$ cat config.mk
export PLATFORM = sky130hd
export DESIGN_NAME = sync1011_tx
export DESIGN_NICKNAME = d
export VERILOG_FILES = /design/src/rtl/sync1011_pkg.sv /design/src/rtl/sync1011_shreg.sv /design/src/rtl/sync1011_tx.sv
export SDC_FILE = /design/constraint.sdc
export NUM_CORES = 1
export LEC_CHECK = 0
export CORE_UTILIZATION = 35
export CTS_CLUSTER_SIZE = 24
export DETAILED_ROUTE_END_ITERATION = 6
export DONT_BUFFER_PORTS = 1
export PLACE_DENSITY = 0.47
export REMOVE_ABC_BUFFERS = 1
export SLEW_MARGIN = 25
export SYNTH_ARGS = -nofsm -noshare
export SYNTH_HDL_FRONTEND = slang
export SYNTH_SLANG_ARGS = --single-unit
$ cat constraint.sdc
create_clock -name clk -period 3.9 [get_ports clk]
set_input_delay 0.195 -clock clk [delete_from_list [all_inputs] [get_ports clk]]
set_output_delay 0.195 -clock clk [all_outputs]
set_load 0.03 [all_outputs]
$ cat src/rtl/sync1011_pkg.sv
// sync1011_pkg: state encodings, sync header constants and counter sizing for sync1011_tx.
// Revision 1.0 - initial release.
`default_nettype none

package sync1011_pkg;

  typedef enum logic [1:0] {
    ST_IDLE = 2'd0,
    ST_SYNC = 2'd1,
    ST_DATA = 2'd2,
    ST_GAP  = 2'd3
  } state_t;

  localparam logic [3:0] SYNC_PAT = 4'b1011;
  localparam int         SYNC_LEN = 4;

  // Counter must hold the longest phase length minus one.
  function automatic int cnt_width(input int dw, input int gap);
    int m;
    m = SYNC_LEN;
    if (dw > m) m = dw;
    if (gap > m) m = gap;
    return $clog2(m);
  endfunction

endpackage

`default_nettype wire

$ cat src/rtl/sync1011_shreg.sv
// sync1011_shreg: parallel-load, shift-left register; serial output is the MSB.
// Revision 1.0 - initial release.
`default_nettype none

module sync1011_shreg #(
  parameter int W = 8
) (
  input  logic         clk,
  input  logic         clr_n,
  input  logic         load_i,
  input  logic         shift_i,
  input  logic [W-1:0] din_i,
  output logic         sout_o
);

  logic [W-1:0] sr_q;

  always_ff @(posedge clk or negedge clr_n) begin
    if (!clr_n) begin
      sr_q <= '0;
    end else if (load_i) begin
      sr_q <= din_i;
    end else if (shift_i) begin
      sr_q <= {sr_q[W-2:0], 1'b0};
    end
  end

  assign sout_o = sr_q[W-1];

endmodule

`default_nettype wire

$ cat src/rtl/sync1011_tx.sv
// sync1011_tx: serial framer emitting a 1011 header, an MSB-first payload and a zero gap.
// Revision 1.0 - initial release.
`default_nettype none

module sync1011_tx
  import sync1011_pkg::*;
#(
  parameter int DATA_W = 8,
  parameter int GAP    = 2
) (
  input  logic              clk,
  input  logic              clr_n,
  input  logic              start,
  input  logic [DATA_W-1:0] din,
  output logic              z,
  output logic              busy,
  output logic              done
);

  localparam int CNT_W = cnt_width(DATA_W, GAP);
  localparam logic [CNT_W-1:0] SYNC_LAST = CNT_W'(SYNC_LEN - 1);
  localparam logic [CNT_W-1:0] DATA_LAST = CNT_W'(DATA_W - 1);
  localparam logic [CNT_W-1:0] GAP_LAST  = CNT_W'(GAP - 1);

  state_t           state_q, state_d;
  logic [CNT_W-1:0] cnt_q, cnt_d;
  logic             z_q, z_d;
  logic             busy_q, busy_d;
  logic             done_q, done_d;
  logic             load, shift, sout;

  sync1011_shreg #(.W(DATA_W)) u_shreg (
    .clk    (clk),
    .clr_n  (clr_n),
    .load_i (load),
    .shift_i(shift),
    .din_i  (din),
    .sout_o (sout)
  );

  always_ff @(posedge clk or negedge clr_n) begin
    if (!clr_n) begin
      state_q <= ST_IDLE;
      cnt_q   <= '0;
      z_q     <= 1'b0;
      busy_q  <= 1'b0;
      done_q  <= 1'b0;
    end else begin
      state_q <= state_d;
      cnt_q   <= cnt_d;
      z_q     <= z_d;
      busy_q  <= busy_d;
      done_q  <= done_d;
    end
  end

  // Outputs are computed for the cycle being entered, so every output is a flop.
  always_comb begin
    state_d = state_q;
    cnt_d   = cnt_q + CNT_W'(1);
    z_d     = 1'b0;
    busy_d  = 1'b1;
    done_d  = 1'b0;
    load    = 1'b0;
    shift   = 1'b0;
    unique case (state_q)
      ST_IDLE: begin
        cnt_d  = '0;
        busy_d = 1'b0;
        if (start) begin
          state_d = ST_SYNC;
          load    = 1'b1;
          busy_d  = 1'b1;
          z_d     = SYNC_PAT[SYNC_LEN-1];
        end
      end
      ST_SYNC: begin
        if (cnt_q == SYNC_LAST) begin
          state_d = ST_DATA;
          cnt_d   = '0;
          z_d     = sout;
          shift   = 1'b1;
        end else begin
          z_d = SYNC_PAT[2'(SYNC_LEN - 2) - cnt_q[1:0]];
        end
      end
      ST_DATA: begin
        if (cnt_q == DATA_LAST) begin
          state_d = ST_GAP;
          cnt_d   = '0;
          done_d  = (GAP == 1);
        end else begin
          z_d   = sout;
          shift = 1'b1;
        end
      end
      ST_GAP: begin
        if (cnt_q == GAP_LAST) begin
          state_d = ST_IDLE;
          cnt_d   = '0;
          busy_d  = 1'b0;
        end else begin
          done_d = (cnt_d == GAP_LAST);
        end
      end
      default: begin
        state_d = ST_IDLE;
        cnt_d   = '0;
        busy_d  = 1'b0;
      end
    endcase
  end

  assign z    = z_q;
  assign busy = busy_q;
  assign done = done_q;

endmodule

`default_nettype wire
==> results of run 1 <==
metrics by stage:
stage	power (mW)	hold slack [ps]	setup WS, ps	instances
2_1_floorplan	0.667	-101	2230	85
3_3_place_gp	0.740	-100	2170	115
3_5_place_dp	0.744	-100	2130	115
4_1_cts	0.837	26.8	2110	119
5_1_grt	0.888	33.0	2010	119
6_report	0.822	31.0	2130	119
routing by layer:
metal  share of wire (%)  vias up
met4                0.80        0
met2                  44       14
met5                   0        -
met3                 6.0        2
li1                    -      314
met1                  49      300
cells by family after synthesis:
kind of cell,after synthesis,synth area share (%)
mux,9,10.1
flops,16,42.1
fa+ha+maj,12,15.8
compound gates,17,13.8
simple gates,26,15.8
buf+inv,6,2.37
cells in the final DEF (no fill, tap or decap), drive strengths merged, types with 2 or more instances in the layout:
master,synthesis,layout
a21oi,10,10
clkbuf,1,3
dfrtp,16,16
ha,12,12
inv,5,5
mux2,2,2
mux2i,7,7
nand2,5,5
nand2b,2,2
nand3,4,4
nor2,9,9
final cells by class:
class                      count  area [µm²]
fill                         254        1510
multi-input combinational     64         528
sequential                    16         400
tap                           30        37.5
clock buffer                   3        22.5
inverter                       5        18.8
timing repair buffer           1        10.0
power by group:
part	internal [mW]	switching [mW]	total (mW)
clock	0.0359	0.0508	0.0867
sequential	0.241	0.0749	0.316
combinational	0.210	0.209	0.419
flip-flops by register name (all words and copies together), names as in the netlist:
register,flops
busy,1
cnt_q,3
done,1
state_q,2
u_shreg.sr_q,8
z,1
worst paths after layout:
path / start / end / slack [ps] / cells past startpoint
worst max-delay path: cnt_q[1] / state_q[1] / 2130 / 6
max in group asynchronous: clr_n / u_shreg.sr_q[3] / 3050 / 1
worst min register to register: u_shreg.sr_q[0] / u_shreg.sr_q[0] / 520 / 2
min in group asynchronous: clr_n / cnt_q[2] / 400 / 1
worst max register to register: cnt_q[1] / state_q[1] / 2130 / 6
worst min-delay path: start / u_shreg.sr_q[0] / 30 / 2
worst max-delay path: stages (launching register included):
cell and delay [ps]:
dfrtp_1 420, inv_1 110, ha_1 240, nand2b_4 90, a221oi_4 330, o21ba_4 200
mux2_4 290
==> results.py, run 1 <==
metrics = {
    "synthesis": {
        "yosysTopAreaCell": "dfrtp_1",
        "synth-async-reset-ratio_pct": 100,
        "yosysSeqAreaShare_pct": 42.1,
        "ys_seq_elements": 16,
        "ys_top_cells_by_area": "dfrtp_1 (42%), ha_1 (16%), mux2i_1 (7.4%)",
        "synth_flop_cell": "dfrtp_1",
        "syn_area_per_cell_um2": 11.1,
        "synth_top_cells_by_count": "dfrtp_1 (16), ha_1 (12), a21oi_1 (10)",
        "yosysUniqueCellTypes": 27,
        "yosys_warnings": 0,
        "netlist_area_um2": 951,
        "synth.most_common_cell": "dfrtp_1",
        "synth_top_area_share_pct": 42.1,
        "synth_edf_count": 0,
        "synthCells": 86,
    },
    "timing": {
        "fin_tns_setup_ps": 0,
        "rsz0062_at_grt": "no",
        "min_period_ps": 1770,
        "fin_skew_ps": 3.66,
        "hold_viol": 0,
        "setup_viol": 0,
        "fmax_mhz": 564,
        "min_period_over_period_pct": 45.5,
        "max-slew-margin-rel_pct": 52.0,
        "drv_slew": 0,
        "tightest_slew_ps": 718,
    },
    "floorplanning": {
        "die_h_um": 54.1,
        "die_area_um2": 2930,
        "core_area_um2": 2520,
        "start_util_pct": 37.7,
        "die_w_um": 54.1,
        "num_rows": 18,
        "num_io_pins": 14,
    },
    "detailed_routing": {
        "viasPerCell": 5.29,
        "wirelength_um": 1630,
        "drtPass1Iterations": 4,
        "dr_total_vias": 630,
        "ant_nets": 0,
        "drc": 0,
        "avgRoutedWirePerCell_um": 13.7,
        "first_iter_violations": 7,
    },
    "clock_tree": {
        "ctsLongestPathBuffers": 2,
        "cts_tree": "built",
        "path_clk_slew_ps": 90,
        "htree_levels": 1,
        "root_buffer": "clkbuf_4",
        "clock-sinks": 16,
        "post_cts_buffers": 0,
        "ctsResizeCount": 0,
        "cts_hold_buffers": 1,
        "numCtsBuffers": 3,
        "clock_latency_ps": 290,
    },
    "status": {
        "outcome": "finished, final reports clean",
    },
    "layout": {
        "area_growth_pct": 6.97,
        "nNetsFinal": 114,
        "final_util_pct": 40.3,
        "diodes": 0,
        "stdcell_area_um2": 1020,
        "drive_above_1_share_pct": 13.5,
    },
    "place": {
        "portBuffers": 0,
        "hpwl_um": 1250,
        "place_congestion": 0.787,
        "dpl_cell_area_um2": 985,
    },
    "worst_setup_path": {
        "crit_path_end_kind": "flip-flop",
        "cp_max_fo": 4,
        "crit_arrival_ps": 1950,
        "crit_type": "reg2reg",
        "cp.required_ps": 4080,
        "startpoint_type": "flip-flop",
    },
    "global_route": {
        "grt_remaining_overflow": 0,
        "grt_usage_pct": 13.2,
        "grt_pass1_vias": 549,
        "busiest_layer": "met2",
        "met3_usage_pct": 6.50,
        "grtUsageMet1_pct": 16.8,
        "antenna_found_initial": 0,
        "grt_max_degree": 17,
        "grt_pass1_wl_um": 2600,
        "grt_use_met2_pct": 19.5,
    },
    "power": {
        "p_per_area_nw_per_um2": 808,
        "p_leak_nw": 0.491,
        "peakVddDrop_v": 0.000418,
    },
    "job": {
        "maxCapViolCount": 0,
    },
    "worst_hold_path": {
        "hold_path_class": "in2reg",
    },
}
Note: power is estimated with default switching activity, not from simulation.
==> run 2: changes to the inputs <==
- clock period: 3.9 -> 1.85 ns (I/O delays scaled with it)
==> results.py, run 2 (synthesis gave the netlist of run 1 again) <==
metrics = {
    "power": {
        "power.internal_mw": 1.05,
        "pwr-share-comb_pct": 51.7,
        "p_leak_nw": 0.529,
        "p_per_area_nw_per_um2": 1580,
        "clkPwrFrac_pct": 10.2,
        "switching_share_pct": 40.7,
        "seq_power_share_pct": 38.1,
        "peakVddDrop_v": 0.00112,
        "switching_power_mw": 0.717,
    },
    "timing": {
        "min_period_ps": 1750,
        "min_period_over_period_pct": 94.4,
        "tightest_slew_ps": 721,
        "fmax_mhz": 573,
        "rsz0062_at_grt": "no",
        "setup_viol": 0,
        "fin_ws_ps": 103,
        "fin_skew_ps": 7.02,
        "max-slew-margin-rel_pct": 51.8,
        "hold_viol": 0,
        "fin_tns_setup_ps": 0,
        "drv_slew": 0,
    },
    "floorplanning": {
        "num_io_pins": 14,
        "die_area_um2": 2930,
        "core_area_um2": 2520,
        "die_h_um": 54.1,
        "start_util_pct": 37.7,
        "num_rows": 18,
        "die_w_um": 54.1,
    },
    "clock_tree": {
        "cts_tree": "built",
        "post_cts_buffers": 0,
        "htree_levels": 1,
        "path_clk_slew_ps": 90,
        "root_buffer": "clkbuf_4",
        "clock_latency_ps": 280,
        "ctsLongestPathBuffers": 2,
        "numCtsBuffers": 3,
        "clock-sinks": 16,
    },
    "worst_setup_path": {
        "r2r-end": "state_q[1]",
        "startpoint_type": "flip-flop",
        "worstPathCellList": "inv_1 -> ha_2 -> nand2b_4 -> a221oi_4 -> o21ba_4 -> mux2_4",
        "crit_path_end_kind": "flip-flop",
        "r2r-start": "cnt_q[1]",
        "cp.required_ps": 2030,
        "worstRegToRegCells": 6,
        "cp_num_buf_inv": 1,
        "cp_max_fo": 4,
        "max_stage_delay_ps": 420,
        "crit_type": "reg2reg",
        "path_delay_family": "compound AO/OA/AOI/OAI gates",
        "r2r_slack_ps": 100,
        "crit_arrival_ps": 1930,
        "crit_path_top_delay_cell": "dfrtp_1",
    },
    "status": {
        "outcome": "finished, final reports clean",
    },
    "global_route": {
        "antenna_found_initial": 0,
        "grt_pass1_vias": 599,
        "grt_pass1_wl_um": 2910,
        "grt_max_degree": 17,
        "grt_remaining_overflow": 0,
        "grt_usage_pct": 14.4,
    },
    "layout": {
        "final_common_cell": "dfrtp_1",
        "stdcell_area_um2": 1120,
        "largestRegisters": "u_shreg.sr_q: 8 flops, cnt_q: 3 flops, state_q: 2 flops",
        "nFillCells": 247,
        "regMostFlops": "u_shreg.sr_q",
        "diodes": 0,
        "final_cells": 129,
        "nNetsFinal": 124,
        "area_growth_pct": 17.5,
        "drive_above_1_share_pct": 14.1,
        "largest_reg_flops": 8,
        "layout_common_cells": "dfrtp_1 (16), ha_1 (11), a21oi_1 (10), dlygate4sd3_1 (10), nor2_1 (9)",
    },
    "worst_hold_path": {
        "hold_path_class": "in2reg",
        "hp-start": "start",
        "hold_path_depth": 3,
        "hold_end": "state_q[0]",
    },
    "detailed_routing": {
        "dr_total_vias": 666,
        "viasPerCell": 5.16,
        "wirelength_um": 1730,
        "avgRoutedWirePerCell_um": 13.4,
        "drc": 0,
        "ant_nets": 0,
        "drtPass1Iterations": 4,
        "first_iter_violations": 3,
    },
    "place": {
        "dp_slack_ps": 96.9,
        "place_congestion": 0.783,
        "dpl_cell_area_um2": 992,
        "portBuffers": 0,
        "placedCellCount": 116,
        "hpwl_um": 1260,
    },
    "job": {
        "maxCapViolCount": 0,
    },
}
run 2: area by class of cell:
type                       count  area (µm²)  share of cell area (%)
timing repair buffer          11         108                    9.63
clock buffer                   3        22.5                    2.02
tap                           30        37.5                    3.36
sequential                    16         400                    35.8
inverter                       5        18.8                    1.68
multi-input combinational     64         531                    47.5
run 2: worst min-delay path, delay by kind of cell:
family / cells / cell delay [ps]
compound gates: 1 / 60
simple gates: 2 / 250
run 2: layer usage:
metal,track usage [%],up-vias,wire length (µm)
li1,-,330,-
met1,19.4,317,843
met2,21.3,17,778
met3,6.21,2,96
met4,2.56,0,10
met5,0,-,0
run 2: how the worst max path moves through the flow:
stage | slack (ps) | start | cells past startpoint | endpoint
after detailed placement | 100 | cnt_q[1] | 6 | state_q[1]
after CTS | 80 | cnt_q[1] | 6 | state_q[1]
final | 100 | cnt_q[1] | 6 | state_q[1]
after global placement | 130 | cnt_q[1] | 6 | state_q[1]
after global routing | 20 | cnt_q[1] | 6 | state_q[1]
after floorplan | 180 | cnt_q[1] | 6 | state_q[1]
run 2: repair_timing:
item	CTS	global route
hold buffers	10	0
endpoints found under the hold margin	25	0
endpoints found under the setup margin	0	1
resized for setup	0	1
run 2: per-stage QoR:
stage | power, mW | util [%] | hold WS, ps
after floorplan | 1.41 | - | -203
after global placement | 1.56 | 39.3 | -203
after detailed placement | 1.57 | 39.3 | -203
after CTS | 1.78 | 44.2 | 147
after global routing | 1.91 | 44.3 | 156
final | 1.76 | 44.3 | 154
run 2: power groups by stage:
stage	Clock (mW)	Combinational (mW)	Sequential [mW]
6_report	0.180	0.911	0.671
5_1_grt	0.206	1.01	0.693
4_1_cts	0.190	0.922	0.672
3_5_place_dp	0	0.893	0.679
3_3_place_gp	0	0.888	0.673
2_1_floorplan	0	0.760	0.647
